File: src/rtl/nibble_addsub_seq.sv
// rtl/nibble_addsub_seq.sv - nibble-serial adder/subtractor sequencing an external 4-bit ripple-carry adder
// Subtract support is compiled in only when ADDSUB_SUB_EN is defined.
module nibble_addsub_seq #(
  parameter  int NIBBLES = 4,
  localparam int W       = 4 * NIBBLES,
  localparam int CW      = (NIBBLES > 1) ? $clog2(NIBBLES) : 1
) (
  input  logic         clk,
  input  logic         rst,
  input  logic         start,
  input  logic         op,
  input  logic [W-1:0] opa,
  input  logic [W-1:0] opb,
  output logic         busy,
  output logic         done,
  output logic [W-1:0] result,
  output logic         cout,
  output logic         ovf,
  output logic [3:0]   rca_a,
  output logic [3:0]   rca_b,
  output logic         rca_c0,
  input  logic [3:0]   rca_s,
  input  logic         rca_c4
);

  typedef enum logic [1:0] {S_IDLE, S_RUN, S_DONE} state_t;

  state_t        state_q;
  logic [W-1:0]  opa_q, opb_q, result_q;
  logic [CW-1:0] cnt_q;
  logic          carry_q, cout_q, ovf_q, busy_q, done_q;

  logic          sub_d;
  logic [W-1:0]  opb_d;
  logic          run;

`ifdef ADDSUB_SUB_EN
  assign sub_d = op;
  assign opb_d = op ? ~opb : opb;
`else
  // Add-only build: op is accepted on the port but has no effect.
  assign sub_d = 1'b0 & op;
  assign opb_d = opb;
`endif

  assign run    = (state_q == S_RUN);
  assign rca_a  = run ? opa_q[{cnt_q, 2'b00} +: 4] : 4'h0;
  assign rca_b  = run ? opb_q[{cnt_q, 2'b00} +: 4] : 4'h0;
  assign rca_c0 = run ? carry_q : 1'b0;

  assign busy   = busy_q;
  assign done   = done_q;
  assign result = result_q;
  assign cout   = cout_q;
  assign ovf    = ovf_q;

  always_ff @(posedge clk or negedge rst) begin
    if (!rst) begin
      state_q  <= S_IDLE;
      opa_q    <= '0;
      opb_q    <= '0;
      result_q <= '0;
      cnt_q    <= '0;
      carry_q  <= 1'b0;
      cout_q   <= 1'b0;
      ovf_q    <= 1'b0;
      busy_q   <= 1'b0;
      done_q   <= 1'b0;
    end else begin
      case (state_q)
        S_IDLE: begin
          done_q <= 1'b0;
          if (start) begin
            state_q  <= S_RUN;
            busy_q   <= 1'b1;
            opa_q    <= opa;
            opb_q    <= opb_d;
            carry_q  <= sub_d;
            cnt_q    <= '0;
            result_q <= '0;
            cout_q   <= 1'b0;
            ovf_q    <= 1'b0;
          end
        end
        S_RUN: begin
          result_q[{cnt_q, 2'b00} +: 4] <= rca_s;
          carry_q <= rca_c4;
          // Carry into the MSB differs from carry out exactly on signed overflow.
          if (cnt_q == CW'(NIBBLES - 1)) begin
            cout_q  <= rca_c4;
            ovf_q   <= rca_c4 ^ (rca_a[3] ^ rca_b[3] ^ rca_s[3]);
            state_q <= S_DONE;
            done_q  <= 1'b1;
          end else begin
            cnt_q <= cnt_q + 1'b1;
          end
        end
        S_DONE: begin
          state_q <= S_IDLE;
          done_q  <= 1'b0;
          busy_q  <= 1'b0;
        end
        default: begin
          state_q <= S_IDLE;
          done_q  <= 1'b0;
          busy_q  <= 1'b0;
        end
      endcase
    end
  end

endmodule

File: config.mk
export PLATFORM = sky130hd
export DESIGN_NAME = nibble_addsub_seq
export DESIGN_NICKNAME = d
export VERILOG_FILES = /design/src/rtl/nibble_addsub_seq.sv
export SDC_FILE = /design/constraint.sdc
export NUM_CORES = 1
export LEC_CHECK = 0
export ABC_AREA = 1
export BUFFER_PORTS_ARGS = -buffer_cell sky130_fd_sc_hd__buf_2
export CORE_MARGIN = 4
export CORE_UTILIZATION = 43
export DETAILED_ROUTE_END_ITERATION = 8
export PLACE_DENSITY = 0.69
export SETUP_SLACK_MARGIN = 0.1
export SLEW_MARGIN = 10
export SYNTH_ARGS = -nofsm -noshare
export SYNTH_HDL_FRONTEND = slang
export SYNTH_SLANG_ARGS = --single-unit
File: constraint.sdc
create_clock -name clk -period 1.5 [get_ports clk]
set_input_delay 0.075 -clock clk [delete_from_list [all_inputs] [get_ports clk]]
set_output_delay 0.075 -clock clk [all_outputs]
set_load 0.1 [all_outputs]
### After elaboration in Yosys (flattened, before gate mapping)

Index checks and enable logic that the tools add are counted.

| storage, ports and cells | value |
|---|---|
| flip-flop bits (word level) | 57 |
| input bits | 41 |
| output and inout bits | 29 |
| logic and storage cells | 55 |

| operators by class | value |
|---|---|
| $add $sub $neg | 2 |
| equality and inequality tests | 5 |
| shift-type cells | 4 |
| mux-type cells | 22 |
| bitwise operators | 4 |
| reductions and logical operators | 8 |

Operator list:

| operator | number |
|---|---|
| $pmux 16 s2 | 1 |
| $shiftx 16x5->4 | 2 |
| $bwmux 16 | 1 |
| $mux 16 | 1 |
| $shift 4x6->16 const A | 1 |
| $shiftx 4x6->16 | 1 |
| $mux 2 | 4 |
| $mux 4 | 2 |
| $pmux 1 s2 | 4 |
| $pmux 2 s2 | 2 |
| $reduce_and 2->1 | 4 |
| $mux 1 | 7 |
| $neg 4->6 | 1 |
| $reduce_and 3->1 | 2 |
| $ne 2x2->1 const B | 2 |
| $xor 1x1->1 | 3 |
| $add 2x1->2 const B | 1 |
| $eq 2x1->1 const B | 1 |
| $eq 2x2->1 const B | 1 |
| $logic_not 2->1 | 1 |
| $ne 2x1->1 const B | 1 |
| $reduce_bool 2->1 | 1 |
| $not 1->1 | 1 |

### Logic depth before layout (Yosys ltp)

Gate-level depths: netlist of the first run.

| logic depth | value |
|---|---|
| depth in word-level cells | 7 |
| gate-level depth with buffers | 10 |
| depth with buffers taken out | 10 |

### Least setup slack after synthesis of the first run

OpenSTA, ideal clock, no wires.

| path | value |
|---|---|
| path kind | reg-to-output |
| from | register cnt_q[0] |
| to | output rca_b[2] |
| arrival time | 2.427 ns |
| data required time | 1.425 ns |
| path slack | -1.002 ns |
| stages on the path, launching flop included | 6 |
| cells stage by stage | dfrtp_1 inv_2 buf_6 buf_2 o21ai_1 a21oi_1 |

| on the way | value |
|---|---|
| cells in the longest elaborated chain, start to end | 2 |

Ends and longest elaborated chain:

| what | RTL line | text |
|---|---|---|
| from (decl) | 30 | `logic [CW-1:0] cnt_q;` |
| from (signal assigned) | 95 | `cnt_q <= cnt_q + 1'b1;` |
| $shiftx 16x5->4 | 48 | `assign rca_b = run ? opb_q[{cnt_q, 2'b00} +: 4] : 4'h0;` |
| $mux 4 | 48 |  |
| to (decl) | 20 | `output logic [3:0] rca_b,` |

Every way passes these cells.

### Worst setup path after layout of the first run

| path | value |
|---|---|
| from | register cnt_q[0] |
| to | output rca_a[0] |

| on the way | value |
|---|---|
| cells in the longest elaborated chain, start to end | 2 |

Ends and longest elaborated chain:

| what | RTL line | text |
|---|---|---|
| $shiftx 16x5->4 | 47 | `assign rca_a = run ? opa_q[{cnt_q, 2'b00} +: 4] : 4'h0;` |
| $mux 4 | 47 |  |
| to (decl) | 19 | `output logic [3:0] rca_a,` |

Every way passes these cells.

==> impl_metrics.env, run 1 <==
export IMPL_reg2reg_slack_ns=-0.04
export IMPL_path_max_fanout=17
export IMPL_syn_cell_area_um2=2680
export IMPL_cts_root_buf="clkbuf_8"
export IMPL_grt_start_max_net_pins=40
export IMPL_hold_class="primary input to flip-flop"
export IMPL_ctsLongestPathBuffers=2
export IMPL_required_ns=1.42
export IMPL_final_common_cell="nand2_1"
export IMPL_netSwitchingPower_mw=4.98
export IMPL_hpwlAfterDp_um=4560
export IMPL_fin_nets=504
export IMPL_final_fill_count=414
export IMPL_rr_worst_depth=6
export IMPL_grt_pass1_wl_um=12000
export IMPL_hold_end="result[5]$_DFFE_PN0P_"
export IMPL_vias_per_cell=5.05
export IMPL_cts_made_buffers=9
export IMPL_synth_cells=331
export IMPL_final_max_slew_viol_count=0
export IMPL_path_clk_slew_ns=0.07
export IMPL_dr_total_vias=2712
export IMPL_final_period_utilization_pct=111
export IMPL_pre_cts_ws_ns=-0.0415
export IMPL_instances_no_fill=537
export IMPL_fin_ws_ns=-0.158
export IMPL_io_buffers=68
export IMPL_cts_sinks=57
export IMPL_worst_clock_skew_ns=0.00611
export IMPL_drt_iter0_markers=220
export IMPL_peakVddDrop_mv=1.93
export IMPL_slowest_delay_ns=0.43
export IMPL_slew_headroom_pct=66.4
export IMPL_core_area_um2=5990
export IMPL_tightestPinTransition_ns=0.508
export IMPL_cp_cell_sequence="buf_12, nor2_1, nor2_1, o21ai_2, a21oi_4, buf_12"
export IMPL_synth_seq_area_share_pct=53.3
export IMPL_overflow=0
export IMPL_dr_pass1_iters=4
export IMPL_clk_latency_ns=0.35
export IMPL_cp_slowest_cell="dfrtp_2"
export IMPL_syn_mean_instance_area_um2=8.08
export IMPL_placedCellCount=474
export IMPL_rsz0062_at_grt="true"
export IMPL_final_util_pct=72.2
export IMPL_multi_input_area_um2=1400
export IMPL_layout_common_cells="nand2_1 (120), buf_2 (59), dfrtp_1 (55), dlygate4sd3_1 (34), nor2_1 (25)"
export IMPL_finalSetupViolCount=12
export IMPL_p_leak_nw=2.13
export IMPL_status="finished with violations"
export IMPL_area_growth_pct=61.8
export IMPL_synth_top_area_cell="dfrtp_1"
export IMPL_gp_congestion=0.811
export IMPL_tritoncts="done"
export IMPL_startpoint_type="flip-flop"
export IMPL_wirelength_um=7670
export IMPL_p_int_mw=5.12
export IMPL_grt_use_total_pct=20.1
export IMPL_hold_viol_final=0
export IMPL_io_pins=70
export IMPL_combPwrFrac_pct=59.6
export IMPL_fmax_ghz=0.603
export IMPL_worstSetupEndpointType="output pin"
export IMPL_die_x_um=86.9
export IMPL_antenna_cells=0
export IMPL_cap_viol_max_count=0
export IMPL_rr_endpoint="result[11]$_DFFE_PN0P_"
export IMPL_hold_depth=3
export IMPL_placed_area_um2=3410
export IMPL_violations="negative setup slack"
export IMPL_crit_arrival_ns=1.58
export IMPL_seqCellArea_um2=1430
export IMPL_ant_nets=0
export IMPL_swShare_pct=49.3
export IMPL_syn_nets=378
export IMPL_cp_num_buf_inv=2
export IMPL_die_y_um=86.9
export IMPL_pwr_share_seq_pct=24.5
export IMPL_grt_pass1_vias=2674
export IMPL_antenna_found_initial=0
export IMPL_die_area_um2=7550
export IMPL_drive_gt1_share_pct=37.7
export IMPL_post_route_cell_area_um2=4330
export IMPL_start_util_pct=44.7
export IMPL_ys_warn_count=0
export IMPL_r2r_start="cnt_q[0]$_DFFE_PN0P_"
export IMPL_p_per_area_nw_per_um2=2330
export IMPL_ys_top_cells_by_area="dfrtp_1 (53%), nand2_1 (18%), nand3_1 (5.4%)"
export IMPL_yosysTopAreaCellShare_pct=53.3
export IMPL_post_route_min_period_ns=1.66
export IMPL_power_frac_clock_pct=15.9
export IMPL_htree_levels=3
export IMPL_rows=28
export IMPL_drc=0
export IMPL_min_from="rca_s[1]"
export IMPL_synth_cell_types=19
export IMPL_cp_top_family="flip-flops"
export IMPL_ys_ff_latch=57
export IMPL_crit_type="flip-flop to output pin"
export IMPL_wl_per_cell_um=14.3
cell usage after synthesis:
| cell | instances |
|---|---|
| nand4_1 | 2 |
| nand3_1 | 29 |
| buf_4 | 2 |
| xnor2_1 | 1 |
| o21ai_1 | 22 |
| inv_2 | 5 |
| dfrtp_1 | 57 |
| inv_1 | 11 |
| nand2_2 | 2 |
| o31ai_1 | 5 |
| ha_1 | 6 |
| buf_6 | 2 |
| buf_2 | 10 |
| nand2_1 | 125 |
| nand3_2 | 3 |
| nor2_1 | 34 |
| o21ai_0 | 7 |
| clkbuf_1 | 2 |
| a21oi_1 | 6 |
power groups by stage:
stage	sequential [mW]	clock (mW)	combinational [mW]
after floorplan	3.07	0	3.08
after global placement	2.43	0	5.02
after detailed placement	2.46	0	5.07
after CTS	2.46	1.61	5.55
after global routing	2.54	1.68	6.42
final	2.47	1.61	6.02
stage by stage:
step           hold WS, ns  total power [mW]  TNS (ns)
3_5_place_dp        0.0405              7.52    -0.142
3_3_place_gp        0.0441              7.45         0
4_1_cts             0.0212              9.62    -0.838
2_1_floorplan       -0.221              6.14    -0.121
6_report            0.0120              10.1     -1.07
5_1_grt             0.0177              10.6     -1.92
worst register-to-register path, stage by stage (launching register included):
cell and delay [ns]:
dfrtp_2 0.45, inv_4 0.12, buf_6 0.14, buf_6 0.12
ha_4 0.13, nand4_1 0.21, o31ai_2 0.27
kinds of logic (layout without fill, tap and decap cells):
| kind of cell | Yosys count | after routing | synth area share, % |
|---|---|---|---|
| AOI/OAI and AO/OA | 40 | 40 | 7.95 |
| and+or+nand+nor | 195 | 195 | 29.8 |
| adders and majority gates | 6 | 6 | 2.81 |
| DFF | 57 | 57 | 53.3 |
| xor gates and xnor gates | 1 | 1 | 0.327 |
| buffers and inverters | 32 | 163 | 5.80 |
worst max path at each step:
stage	slack [ns]	from	cells after the start	to
2_1_floorplan	-0.03	cnt_q[0]$_DFFE_PN0P_	5	rca_b[2]
3_3_place_gp	0.06	cnt_q[1]$_DFFE_PN0P_	5	result[0]$_DFFE_PN0P_
3_5_place_dp	-0.04	cnt_q[1]$_DFFE_PN0P_	5	result[3]$_DFFE_PN0P_
4_1_cts	-0.12	cnt_q[0]$_DFFE_PN0P_	6	rca_a[1]
5_1_grt	-0.23	cnt_q[0]$_DFFE_PN0P_	6	rca_a[0]
6_report	-0.16	cnt_q[0]$_DFFE_PN0P_	6	rca_a[0]
registers in the layout, indices dropped and copies added (netlist names), 2 cells and up:
name / cells
cnt_q: 2
opa_q: 16
opb_q: 16
result: 16
state_q: 2
area by class of cell:
type / instances / area share (%)
Multi-Input combinational cell: 242 / 32.4
Clock inverter: 7 / 2.20
Inverter: 16 / 1.65
Tap cell: 75 / 2.17
Timing Repair Buffer: 131 / 25.7
Sequential cell: 57 / 33.0
Clock buffer: 9 / 2.86
what timing repair did:
action | 4_1_cts | 5_1_grt
setup endpoints to repair | 27 | 28
gates resized for setup | 36 | 34
hold buffers | 34 | 0
setup buffers | 7 | 5
endpoints found under the hold margin | 51 | 0
pin swaps | 14 | 14
gates cloned | 1 | 0
metal layers:
metal	GRT usage (%)	vias up	routed length, um
met3	3.41	15	464
li1	-	1310	-
met1	25.1	1285	3150
met4	8.36	0	180
met5	0	-	0
met2	34.4	102	3870
No activity file was read; power rests on OpenSTA's default activity.
==> run 2, diff against run 1 <==
--- a/config.mk
+++ b/config.mk
@@ -5,7 +5,6 @@
 export SDC_FILE = /design/constraint.sdc
 export NUM_CORES = 1
 export LEC_CHECK = 0
-export ABC_AREA = 1
 export BUFFER_PORTS_ARGS = -buffer_cell sky130_fd_sc_hd__buf_2
 export CORE_MARGIN = 4
 export CORE_UTILIZATION = 43
==> run 2 against run 1 <==
- the run still ends with negative setup slack left
- non-clock buffer count increased by 8
- final cell count fell by 26%
- hold slack better by 0.0066 ns
- core utilization increased by 0.88 points
- maximum frequency shrank 8.5%
- clock skew decreased by 0.0016 ns
- sequential cell count did not move
- sequential share of layout area hardly changed
- count of clock-buffer cells in the layout up 3
==> impl_metrics.env, run 2 <==
export IMPL_hold_end="result[8]$_DFFE_PN0P_"
export IMPL_yosys_top_cells_count="dfrtp_1 (57), mux2_2 (32), a22o_1 (17)"
export IMPL_final_fill_count=358
export IMPL_fin_nets=368
export IMPL_post_route_min_period_ns=1.81
export IMPL_required_ns=1.42
export IMPL_post_route_cell_area_um2=4330
export IMPL_cts_made_buffers=9
export IMPL_final_common_cell="buf_2"
export IMPL_syn_mean_instance_area_um2=14.6
export IMPL_min_from="rca_s[0]"
export IMPL_synth_enable_flop_cells=0
export IMPL_placed_area_um2=3480
export IMPL_worstSetupEndpointType="output pin"
export IMPL_final_util_pct=73.1
export IMPL_drc=0
export IMPL_ys_warn_count=0
export IMPL_overflow=0
export IMPL_status="finished with violations"
export IMPL_rows=28
export IMPL_grt_pass1_vias=2226
export IMPL_tritoncts="done"
export IMPL_vias_per_cell=5.01
export IMPL_r2r_start="cnt_q[0]$_DFFE_PN0P_"
export IMPL_grt_start_max_net_pins=22
export IMPL_antenna_found_initial=0
export IMPL_finalSetupViolCount=59
export IMPL_hold_class="primary input to flip-flop"
export IMPL_path_clk_slew_ns=0.06
export IMPL_area_growth_pct=65.3
export IMPL_reg2reg_slack_ns=-0.22
export IMPL_ys_ff_latch=57
export IMPL_hold_depth=2
export IMPL_worst_clock_skew_ns=0.00448
export IMPL_ys_async_sr_fraction_pct=100
export IMPL_startpoint_type="flip-flop"
export IMPL_synth_seq_area_share_pct=54.5
export IMPL_grt_use_total_pct=20.3
export IMPL_die_area_um2=7400
export IMPL_syn_cell_area_um2=2620
export IMPL_io_pins=70
export IMPL_hold_viol_final=0
export IMPL_rr_endpoint="ovf$_DFFE_PN0P_"
export IMPL_multi_input_area_um2=1360
export IMPL_seqCellArea_um2=1430
export IMPL_tightestPinTransition_ns=0.492
export IMPL_core_area_um2=5920
export IMPL_yosys_most_used_dff="dfrtp_1"
export IMPL_die_x_um=86.0
export IMPL_cts_sinks=57
export IMPL_yosysTopAreaCellShare_pct=54.5
export IMPL_synth_cells=179
export IMPL_crit_arrival_ns=1.74
export IMPL_final_period_utilization_pct=121
export IMPL_ant_nets=0
export IMPL_synth_top_area_cell="dfrtp_1"
export IMPL_slew_headroom_pct=67.4
export IMPL_antenna_cells=0
export IMPL_fin_ws_ns=-0.313
export IMPL_final_max_slew_viol_count=0
export IMPL_yosysMostFrequentCell="dfrtp_1"
export IMPL_rr_worst_depth=4
export IMPL_cts_root_buf="clkbuf_8"
export IMPL_wirelength_um=7050
export IMPL_hpwlAfterDp_um=4390
export IMPL_violations="negative setup slack"
export IMPL_syn_nets=226
export IMPL_dr_pass1_iters=4
export IMPL_grt_pass1_wl_um=11300
export IMPL_dr_total_vias=2003
export IMPL_htree_levels=3
export IMPL_drive_gt1_share_pct=58.5
export IMPL_pre_cts_ws_ns=-0.109
export IMPL_gp_congestion=0.740
export IMPL_fmax_ghz=0.552
export IMPL_wl_per_cell_um=17.6
export IMPL_ys_top_cells_by_area="dfrtp_1 (54%), mux2_2 (14%), mux4_2 (6.0%)"
export IMPL_layout_common_cells="buf_2 (59), dfrtp_1 (56), dlygate4sd3_1 (34), mux2_4 (33), buf_4 (21)"
export IMPL_io_buffers=68
export IMPL_ctsLongestPathBuffers=2
export IMPL_drt_iter0_markers=98
export IMPL_synth_cell_types=30
export IMPL_crit_type="flip-flop to output pin"
export IMPL_path_max_fanout=6
export IMPL_die_y_um=86.0
export IMPL_clk_latency_ns=0.34
export IMPL_start_util_pct=44.2
export IMPL_rsz0062_at_grt="true"
export IMPL_cap_viol_max_count=0
## run 2: cell types whose count changed in the layout (fill, tap and decap cells not counted), sizes merged, moves of 4 or more
cell    delta
a22o      +17
mux4       +8
o21ai     -27
clkbuf     +4
a21oi      -4
nor2      -29
buf        +7
nand3     -32
and2       +9
nand2    -118
mux2      +33
o31ai      -5
inv       -11
a21o       +4
## run 2: cell families after synthesis
family / after synthesis / share of synthesized area (%)
AOI/OAI and AO/OA: 26 / 7.93
muxes: 41 / 21.2
xor gates and xnor gates: 2 / 1.19
and+or+nand+nor: 34 / 9.36
buffers and inverters: 13 / 2.96
DFF: 57 / 54.5
adders and majority gates: 6 / 2.87
## run 2: area by class of cell
| cell class | instances | share of cell area (%) |
|---|---|---|
| multi-input cells | 109 | 31.4 |
| well taps | 75 | 2.17 |
| clock inverters | 3 | 0.925 |
| repair buffers | 139 | 28.4 |
| clock buffers | 12 | 3.58 |
| inverters | 5 | 0.520 |
| flip-flops and latches | 57 | 33.0 |
## run 2: how the worst max path moves through the flow
stage | from | endpoint | slack (ns)
after detailed placement | cnt_q[0]$_DFFE_PN0P_ | ovf$_DFFE_PN0P_ | -0.11
after floorplan | cnt_q[0]$_DFFE_PN0P_ | result[12]$_DFFE_PN0P_ | -0.14
after global placement | cnt_q[0]$_DFFE_PN0P_ | ovf$_DFFE_PN0P_ | -0.08
after global routing | cnt_q[0]$_DFFE_PN0P_ | rca_b[3] | -0.38
after CTS | cnt_q[0]$_DFFE_PN0P_ | rca_b[3] | -0.32
final | cnt_q[0]$_DFFE_PN0P_ | rca_a[0] | -0.31
## run 2: metrics by stage
step	setup TNS [ns]	hold WS, ns	std cells
floorplan	-2.95	-0.221	179
global placement	-0.215	-0.00502	333
detailed placement	-0.452	0.000425	333
CTS	-5.04	0.00345	397
global route	-9.42	0.0178	400
finish	-5.63	0.0186	400
## run 2: worst max-delay path, cell delays in order, from the launching register on
cell,delay (ns)
dfrtp_2,0.41
buf_8,0.15
mux4_2,0.51
and2_4,0.17
buf_12,0.16
## run 2: metal layers
metal  part of all wire, %  vias up  GRT usage, %
met5                     0        -             0
met4                   1.8        0          8.92
met3                   5.1       13          4.51
met2                    51       64          33.4
met1                    42      993          25.7
li1                      -      933             -
## run 2: repair_timing
action,4_1_cts,5_1_grt
pin swaps,17,11
buffers inserted,11,3
setup endpoints to repair,41,62
gates resized for setup,25,13
gates cloned,4,1
hold endpoints to repair,69,0
hold buffers,34,0
Power of run 2 is not shown: default switching activity piles up to over one toggle a cycle in this logic, so the estimate is an artifact.
==> run 3, diff against run 2 <==
--- a/config.mk
+++ b/config.mk
@@ -8,6 +8,7 @@
 export BUFFER_PORTS_ARGS = -buffer_cell sky130_fd_sc_hd__buf_2
 export CORE_MARGIN = 4
 export CORE_UTILIZATION = 43
+export CTS_BUF_LIST = sky130_fd_sc_hd__clkbuf_16
 export DETAILED_ROUTE_END_ITERATION = 8
 export PLACE_DENSITY = 0.69
 export SETUP_SLACK_MARGIN = 0.1
==> run 3 against run 2 <==
- the run ends with negative hold slack, negative setup slack left
- routed wire length rose by 0.41%
- die area unchanged
- worst setup slack better by 0.015 ns
- via count increased by 1.2%
- global-route usage rose by 0.85 points
- non-clock buffer count fell by 1
- critical path type unchanged
==> impl_metrics.env, run 3 (synthesis gave the netlist of run 2 again) <==
export IMPL_cts_sinks=57
export IMPL_htree_levels=3
export IMPL_r2r_start="cnt_q[0]$_DFFE_PN0P_"
export IMPL_wl_met2_um=3490
export IMPL_post_route_cell_area_um2=4380
export IMPL_rsz0062_at_grt="true"
export IMPL_antenna_cells=0
export IMPL_grt_use_total_pct=21.2
export IMPL_die_area_um2=7400
export IMPL_drc=0
export IMPL_worst_clock_skew_ns=0.00564
export IMPL_gp_congestion=0.740
export IMPL_io_pins=70
export IMPL_hold_viol_final=1
export IMPL_required_ns=1.42
export IMPL_placed_area_um2=3480
export IMPL_vias_per_cell=5.08
export IMPL_critical_path_startpoint="cnt_q[0]$_DFFE_PN0P_"
export IMPL_start_util_pct=44.2
export IMPL_ctsLongestPathBuffers=2
export IMPL_wl_per_cell_um=17.7
export IMPL_io_buffers=68
export IMPL_crit_type="flip-flop to output pin"
export IMPL_setup_tns_ns=-6.21
export IMPL_whs_ns=-0.00393
export IMPL_worstSetupEndpointType="output pin"
export IMPL_grt_pass1_wl_um=11600
export IMPL_hpwlAfterDp_um=4390
export IMPL_cts_made_buffers=9
export IMPL_final_max_slew_viol_count=0
export IMPL_seqCellArea_um2=1430
export IMPL_final_period_utilization_pct=120
export IMPL_grt_pass1_vias=2204
export IMPL_cap_viol_max_count=0
export IMPL_layout_common_cells="buf_2 (59), dfrtp_1 (56), mux2_4 (33), dlygate4sd3_1 (33), buf_4 (21)"
export IMPL_core_area_um2=5920
export IMPL_final_fill_count=353
export IMPL_multi_input_area_um2=1340
export IMPL_post_route_min_period_ns=1.80
export IMPL_startpoint_type="flip-flop"
export IMPL_drt_iter0_markers=81
export IMPL_final_common_cell="buf_2"
export IMPL_finalSetupViolCount=59
export IMPL_clk_latency_ns=0.33
export IMPL_drive_gt1_share_pct=57.1
export IMPL_path_max_fanout=6
export IMPL_dr_total_vias=2028
export IMPL_violations="negative hold slack, negative setup slack"
export IMPL_min_from="opa[10]"
export IMPL_tightestPinTransition_ns=0.492
export IMPL_crit_arrival_ns=1.72
export IMPL_rows=28
export IMPL_fmax_ghz=0.556
export IMPL_wirelength_um=7070
export IMPL_fin_ws_ns=-0.298
export IMPL_path_clk_slew_ns=0.05
export IMPL_overflow=0
export IMPL_pre_cts_ws_ns=-0.109
export IMPL_hold_class="primary input to flip-flop"
export IMPL_wl_met1_um=3060
export IMPL_wl_met3_um=370
export IMPL_cts_root_buf="clkbuf_16"
export IMPL_dr_pass1_iters=4
export IMPL_grt_start_max_net_pins=22
export IMPL_status="finished with violations"
export IMPL_slew_headroom_pct=67.4
export IMPL_die_x_um=86.0
export IMPL_area_growth_pct=67.2
export IMPL_ant_nets=0
export IMPL_antenna_found_initial=0
export IMPL_die_y_um=86.0
export IMPL_tritoncts="done"
export IMPL_maxUsedRoutingLayer="met4"
export IMPL_fin_nets=367
[run 3: changes by cell type in the layout (fill, tap and decap cells not counted), sizes merged]
cell	delta
inv	+1
clkinv	+2
dlygate4sd3	-1
clkbuf	-3
[run 3: layout make-up]
cell class                      instances  share of cell area [%]
Sequential cell                        57                    32.6
Clock buffer                            9                    5.14
Clock inverter                          6                    1.17
Tap cell                               75                    2.14
Multi-Input combinational cell        109                    30.7
Inverter                                5                   0.514
Timing Repair Buffer                  138                    27.7
[run 3: stage by stage]
stage	cells	utilization [%]
6_report	399	74.0
5_1_grt	399	74.0
4_1_cts	396	72.9
3_5_place_dp	333	58.7
3_3_place_gp	333	58.7
2_1_floorplan	179	-
[run 3: timing repair]
action,CTS,global route
pin swaps,17,11
resized for setup,24,9
gates cloned,4,1
setup buffers,11,3
endpoints found under the setup margin,39,62
hold buffers,33,0
endpoints found under the hold margin,44,0
[run 3: worst paths after layout]
| kind | endpoint | slack, ns | cells past startpoint |
|---|---|---|---|
| hold reg to reg | cout$_DFFE_PN0P_ | 0.49 | 1 |
| setup reg to reg | ovf$_DFFE_PN0P_ | -0.19 | 4 |
| max in group asynchronous | opb_q[5]$_DFFE_PN0P_ | 0.72 | 3 |
| min in group asynchronous | done$_DFFE_PN0N_ | 0.19 | 2 |
| setup / recovery | rca_a[0] | -0.30 | 4 |
| hold / removal | opa_q[10]$_DFFE_PN0P_ | -0.004 | 2 |
[run 3: critical path, cell delays in order, from the launching register on]
cell and delay, ns:
dfrtp_2 0.40, buf_8 0.15, mux4_2 0.51, and2_4 0.17
buf_12 0.16
[run 3: per-layer routing]
| layer | vias to the layer above | global-route usage, % |
|---|---|---|
| met2 | 68 | 34.4 |
| met4 | 0 | 8.20 |
| met1 | 1012 | 26.5 |
| li1 | 933 | - |
| met3 | 15 | 6.44 |
| met5 | - | 0 |
Power of run 3 is left out for the same reason.
